[config.mk]
export PLATFORM = sky130hd
export DESIGN_NAME = register_writeback_unit
export DESIGN_NICKNAME = d
export VERILOG_FILES = /design/src/rtl/register_writeback_unit_pkg.sv /design/src/rtl/register_writeback_unit_wb_fifo.sv /design/src/rtl/register_writeback_unit.sv
export SDC_FILE = /design/constraint.sdc
export NUM_CORES = 1
export LEC_CHECK = 0
export CAP_MARGIN = 20
export CORE_UTILIZATION = 50
export DETAILED_ROUTE_END_ITERATION = 8
export PLACE_DENSITY = 0.73
export SYNTH_ARGS = -nofsm -noshare
export SYNTH_HDL_FRONTEND = slang
export SYNTH_HIERARCHICAL = 1
export SYNTH_SLANG_ARGS = --single-unit
[constraint.sdc]
create_clock -name clock -period 5.4 [get_ports clock]
set_clock_uncertainty 0.15 [all_clocks]
set_input_delay 0.81 -clock clock [delete_from_list [all_inputs] [get_ports clock]]
set_output_delay 0.81 -clock clock [all_outputs]
set_load 0.05 [all_outputs]
[src/rtl/register_writeback_unit_pkg.sv]
// Shared defaults and entry layout for the buffered register-file writeback unit.
package register_writeback_unit_pkg;

  localparam int DEPTH_DEF      = 4;
  localparam int DATA_WIDTH_DEF = 32;
  localparam int ADDR_WIDTH_DEF = 5;

  typedef struct packed {
    logic [ADDR_WIDTH_DEF-1:0] addr;
    logic [DATA_WIDTH_DEF-1:0] data;
  } wb_entry_t;

endpackage

[src/rtl/register_writeback_unit_wb_fifo.sv]
// In-order FIFO for pending register writes; exposes every slot plus a per-slot
// valid vector so the top level can search queued writes by age.
module wb_fifo
  import register_writeback_unit_pkg::*;
#(
  parameter int DEPTH = DEPTH_DEF,
  parameter int EW    = ADDR_WIDTH_DEF + DATA_WIDTH_DEF,
  localparam int PW   = $clog2(DEPTH),
  localparam int CW   = $clog2(DEPTH) + 1
) (
  input  logic                     clock,
  input  logic                     reset_n,
  input  logic                     push,
  input  logic [EW-1:0]            push_entry,
  input  logic                     pop,
  output logic [EW-1:0]            head_entry,
  output logic [PW-1:0]            head_ptr,
  output logic [DEPTH-1:0][EW-1:0] entries,
  output logic [DEPTH-1:0]         valid_vec,
  output logic [CW-1:0]            count
);

  logic [DEPTH-1:0][EW-1:0] mem;
  logic [PW-1:0]            head_q;
  logic [PW-1:0]            tail_q;
  logic [CW-1:0]            count_q;
  logic [PW-1:0]            offset;

  // Storage is not cleared on reset; occupancy alone decides what is live.
  always_ff @(posedge clock) begin
    if (!reset_n) begin
      head_q  <= '0;
      tail_q  <= '0;
      count_q <= '0;
    end else begin
      if (push) begin
        mem[tail_q] <= push_entry;
        tail_q      <= tail_q + PW'(1);
      end
      if (pop) begin
        head_q <= head_q + PW'(1);
      end
      case ({push, pop})
        2'b10:   count_q <= count_q + CW'(1);
        2'b01:   count_q <= count_q - CW'(1);
        default: count_q <= count_q;
      endcase
    end
  end

  // A slot is live when its distance from head is below the occupancy.
  always_comb begin
    offset    = '0;
    valid_vec = '0;
    for (int i = 0; i < DEPTH; i++) begin
      offset       = PW'(i) - head_q;
      valid_vec[i] = CW'(offset) < count_q;
    end
  end

  assign head_entry = mem[head_q];
  assign head_ptr   = head_q;
  assign entries    = mem;
  assign count      = count_q;

endmodule

[src/rtl/register_writeback_unit.sv]
// Buffers late register results and drains them into the register file write
// port whenever the pipeline's own writeback is not using it.
module register_writeback_unit
  import register_writeback_unit_pkg::*;
#(
  parameter int DEPTH      = DEPTH_DEF,
  parameter int DATA_WIDTH = DATA_WIDTH_DEF,
  parameter int ADDR_WIDTH = ADDR_WIDTH_DEF,
  localparam int PW        = $clog2(DEPTH),
  localparam int CW        = $clog2(DEPTH) + 1
) (
  input  logic                  clock,
  input  logic                  reset_n,
  input  logic                  in_valid,
  output logic                  in_ready,
  input  logic [ADDR_WIDTH-1:0] in_addr,
  input  logic [DATA_WIDTH-1:0] in_data,
  input  logic                  sig_hold,
  output logic [ADDR_WIDTH-1:0] a3,
  output logic [DATA_WIDTH-1:0] wd3,
  output logic                  sig_RegWrite,
  input  logic [ADDR_WIDTH-1:0] lk_addr1,
  input  logic [ADDR_WIDTH-1:0] lk_addr2,
  output logic                  lk_hit1,
  output logic                  lk_hit2,
  output logic [DATA_WIDTH-1:0] lk_data1,
  output logic [DATA_WIDTH-1:0] lk_data2,
  output logic [CW-1:0]         count
);

  localparam int EW = ADDR_WIDTH + DATA_WIDTH;

  logic                     push;
  logic                     pop;
  logic                     not_empty;
  logic [EW-1:0]            head_entry;
  logic [PW-1:0]            head_ptr;
  logic [DEPTH-1:0][EW-1:0] entries;
  logic [DEPTH-1:0]         valid_vec;
  logic [PW-1:0]            idx;

  // Writes to $0 are acknowledged but never queued.
  assign in_ready     = reset_n && (count < CW'(DEPTH));
  assign push         = in_valid && in_ready && (in_addr != '0);
  assign not_empty    = (count != '0);
  assign sig_RegWrite = not_empty && !sig_hold;
  assign pop          = sig_RegWrite;
  assign a3           = not_empty ? head_entry[EW-1:DATA_WIDTH] : '0;
  assign wd3          = not_empty ? head_entry[DATA_WIDTH-1:0]  : '0;

  wb_fifo #(
    .DEPTH (DEPTH),
    .EW    (EW)
  ) u_fifo (
    .clock      (clock),
    .reset_n    (reset_n),
    .push       (push),
    .push_entry ({in_addr, in_data}),
    .pop        (pop),
    .head_entry (head_entry),
    .head_ptr   (head_ptr),
    .entries    (entries),
    .valid_vec  (valid_vec),
    .count      (count)
  );

  // Walk oldest to youngest so the youngest match overwrites older ones.
  always_comb begin
    lk_hit1  = 1'b0;
    lk_hit2  = 1'b0;
    lk_data1 = '0;
    lk_data2 = '0;
    idx      = '0;
    for (int k = 0; k < DEPTH; k++) begin
      idx = head_ptr + PW'(k);
      if (valid_vec[idx] && (lk_addr1 != '0) &&
          (entries[idx][EW-1:DATA_WIDTH] == lk_addr1)) begin
        lk_hit1  = 1'b1;
        lk_data1 = entries[idx][DATA_WIDTH-1:0];
      end
      if (valid_vec[idx] && (lk_addr2 != '0) &&
          (entries[idx][EW-1:DATA_WIDTH] == lk_addr2)) begin
        lk_hit2  = 1'b1;
        lk_data2 = entries[idx][DATA_WIDTH-1:0];
      end
    end
  end

endmodule
==> impl_results.rst <==
.. list-table::
   :header-rows: 1

   * - Metric
     - Value
   * - Sw frac
     - 46.34%
   * - P per Cell Area
     - 436.4 nW/µm²
   * - Most frequent cells in the layout
     - sky130_fd_sc_hd__edfxtp_1, sky130_fd_sc_hd__mux2i_1, sky130_fd_sc_hd__clkdlybuf4s50_1
   * - CTS sink cnt
     - 155
   * - First-pass DRT Iterations
     - 5
   * - Clock-pin slew on the worst setup and hold paths
     - 0.06 ns
   * - Hold-fix buffers at CTS
     - 0
   * - Clock root buffer master
     - sky130_fd_sc_hd__clkbuf_16
   * - Net count after synthesis
     - 1200
   * - Crit end category
     - primary output
   * - Horizontal die dimension
     - 158.6 µm
   * - Number of vias per cell after detailed routing
     - 6.327
   * - Crit path max-delay family
     - simple AND/OR/NAND/NOR gates
   * - Number of max-cap violations
     - 0
   * - CTS tree
     - done
   * - Transition time at the pin with the least slew margin
     - 1.034 ns
   * - Fraction of synthesis flops using an asynchronous set or reset pin
     - 0%
   * - Tot GR Track Use
     - 27.97%
   * - Number of antenna-violating nets in the routed design
     - 0
   * - Hold Vio Cnt, Final
     - 0
   * - Cells after Synth
     - 1139
   * - Number of levels the H-tree was split into
     - 4
   * - Sequential share of the synthesized area
     - 37.38%
   * - Post-layout instance area
     - 14880 µm²
   * - Most common cell after layout, fill and taps aside
     - sky130_fd_sc_hd__edfxtp_1
   * - Synth unique cells
     - 59
   * - Peak ir drop on the vdd network
     - 0.0002873 V
   * - Overflow left after global routing
     - 0
   * - Setup repair after global routing missed its margin
     - no
   * - Latest clock arrival within the worst-skew pair
     - 0.42 ns
   * - Signal arrival time at the worst endpoint
     - 4.15 ns
   * - Portion of total power attributed to combinational logic
     - 60.2%
   * - Antenna violations before repair
     - 0
   * - Routed WL
     - 34040 µm
   * - HPWL Detailed
     - 22680 µm
   * - Share of power burned in registers
     - 22.2%
   * - Max-slew headroom at the worst pin
     - 30.89%
   * - Cell chain of the critical path
     - xnor2_1 > inv_1 > ha_1 > a21oi_1 > or2_1 > mux2_2 > o21ai_1 > and4bb_1 > nor2_4 > a211oi_1 > buf_12
   * - Largest cells by area after synthesis
     - sky130_fd_sc_hd__edfxtp_1, sky130_fd_sc_hd__mux2i_1, sky130_fd_sc_hd__mux4_2, sky130_fd_sc_hd__mux2_2, sky130_fd_sc_hd__a21oi_1
   * - Final Net Count
     - 1301
   * - ANT cells
     - 0
   * - Synth Warn #
     - 6
   * - Core Area
     - 23750 µm²
   * - Final-report max-slew violation count
     - 0
   * - Peak Freq
     - 0.1958 GHz
   * - Worst Path Buf+Inv
     - 2
   * - Post-CTS repair timing setup buffer count
     - 0
   * - Die area
     - 25160 µm²
   * - Cell taking the most area after synthesis
     - sky130_fd_sc_hd__edfxtp_1
   * - Sum of negative setup slack
     - 0 ns
   * - Cell area after placement
     - 14300 µm²
   * - FP Rows
     - 56
   * - Net switching power
     - 3.010 mW
   * - Via count
     - 9946
   * - Number of enable flip-flop cells after synthesis
     - 148
   * - Fraction of synthesized cell area taken by the top area cell type
     - 36.24%
   * - Worst hold path type
     - reg -> reg
   * - Final routed DRC violation total
     - 0
   * - Outcome
     - finished clean
   * - Last weighted congestion value of the routability-driven placer
     - 0.8903
   * - Internal
     - 3.485 mW
   * - Share of power burned in the clock network
     - 17.6%
   * - Critical Path Slowest Stage Cell
     - sky130_fd_sc_hd__nor2_4
   * - Post-CTS Resized
     - 0
   * - Post-layout worst setup margin
     - 0.2932 ns
   * - Flip-flop cell with the highest count after synthesis
     - sky130_fd_sc_hd__edfxtp_1
   * - Critical path data required time
     - 4.44 ns
   * - Total clock buffers created by CTS
     - 17
   * - Final Core Density
     - 62.66%
   * - Layout area overhead
     - 21.35%
   * - Static leakage
     - 5.213 nW
   * - Number of global-route vias before repair
     - 9650
   * - Depth of the most critical reg-to-reg path
     - 5
   * - Crit Path Class
     - reg -> out
   * - Startpoint type of the worst setup path
     - flop
   * - Register bit total from synthesis
     - 155
   * - Wire length of the first global-routing pass
     - 52820 µm
   * - Die height
     - 158.6 µm
   * - Max incr delay on CP
     - 0.78 ns
   * - Maximum number of pins on one net before global-route repair
     - 80
   * - Clock Tree Buf Depth
     - 2
   * - Number of instances on the worst hold path
     - 2
   * - Overall power of the completed layout
     - 6.495 mW
   * - Starting Density
     - 51.63%
   * - Setup-failing EPs final
     - 0
   * - Worst-path fanout max
     - 31
   * - Share of final-layout standard cells stronger than drive strength 1
     - 21.47%
   * - I/O pins
     - 159
   * - Final min period
     - 5.107 ns
   * - Quantity of I/O buffers inserted on ports
     - 158
   * - Iteration-0 DRC count of the detailed router
     - 851
   * - Setup Slack @ Placement
     - 0.6919 ns
   * - Logic depth of the worst path, buffers included
     - 11
   * - Mean routed wirelength per cell
     - 21.65 µm
   * - Share of the cycle needed by the critical path after routing
     - 94.57%
   * - Cell area after synthesis
     - 12260 µm²
   * - Post-synthesis area per instance
     - 10.77 µm²
-- synth_stat cells, drive strengths merged, types with 9 or more instances --
| library cell | instances |
|---|---|
| o221ai | 27 |
| mux2i | 138 |
| a211oi | 32 |
| edfxtp | 148 |
| a21oi | 68 |
| mux4 | 58 |
| and3 | 32 |
| o21ai | 37 |
| a22o | 27 |
| inv | 38 |
| buf | 54 |
| clkbuf | 56 |
| nor2 | 77 |
| nor2b | 39 |
| mux2 | 60 |
| ha | 9 |
| xnor2 | 37 |
| nor3 | 45 |
| nand4 | 9 |
| nand2 | 61 |
| a31oi | 25 |
-- registers in the layout, summed over array words and instances, names as in the netlist --
register / count
u_fifo/count: 3
u_fifo/head_ptr: 2
u_fifo/entries: 148
u_fifo/tail_q: 2
-- power groups by stage --
stage	clock, mW	combinational, mW	sequential, mW
after floorplan	0	2.82	1.44
after global placement	0	3.85	1.46
after detailed placement	0	3.89	1.46
after CTS	1.16	3.91	1.44
after global routing	1.21	4.14	1.45
final	1.14	3.91	1.44
-- routing by layer --
layer	global-route usage, %	routed length [µm]
met5	0	0
met4	10.07	649
met3	5.117	2555
met2	46.66	16850
met1	36.33	13980
-- path summary, 6_finish.rpt --
check	from	end	slack [ns]
hold reg to reg	u_fifo/tail_q[1]$_SDFFE_PN0P_	u_fifo/tail_q[1]$_SDFFE_PN0P_	0.45
setup / recovery	u_fifo/head_ptr[0]$_SDFFE_PN0P_	lk_data1[18]	0.29
hold / removal	u_fifo/tail_q[1]$_SDFFE_PN0P_	u_fifo/tail_q[1]$_SDFFE_PN0P_	0.45
setup reg to reg	u_fifo/count[2]$_SDFFE_PN0P_	u_fifo/entries[59]$_DFFE_PP_	2.51
-- cell type report --
type | instances | area, µm²
repair buffers | 192 | 2185
inverters | 38 | 145.1
clock inverters | 14 | 137.6
flip-flops and latches | 155 | 4592
multi-input cells | 836 | 6995
clock buffers | 18 | 429.2
well taps | 319 | 399.1
fillers | 1879 | 8870
-- cell families (layout without fill, tap and decap cells) --
kind of cell             Yosys count  after routing  synth area share (%)
XOR/XNOR                          44             44                 3.142
AND/OR/NAND/NOR                  290            290                 11.89
buffers and inverters            148            262                 5.999
flip-flops                       155            155                 37.38
adder cells (fa/ha/maj)           10             10                 1.081
AO/OA/AOI/OAI                    236            236                 13.06
multiplexers                     256            256                 27.45
-- worst min-delay path, stage by stage (launching register included) --
cell                      delay [ns]
sky130_fd_sc_hd__dfxtp_1        0.35
sky130_fd_sc_hd__mux2i_1        0.14
sky130_fd_sc_hd__nor2b_1        0.06
-- stage by stage --
| step | hold slack (ns) | cells |
|---|---|---|
| after global routing | 0.4619 | 1572 |
| after floorplan | 0.3777 | 1139 |
| after CTS | 0.4366 | 1571 |
| after detailed placement | 0.4270 | 1539 |
| after global placement | 0.3991 | 1539 |
| final | 0.4473 | 1572 |
Power figures use the tool's default switching activity.
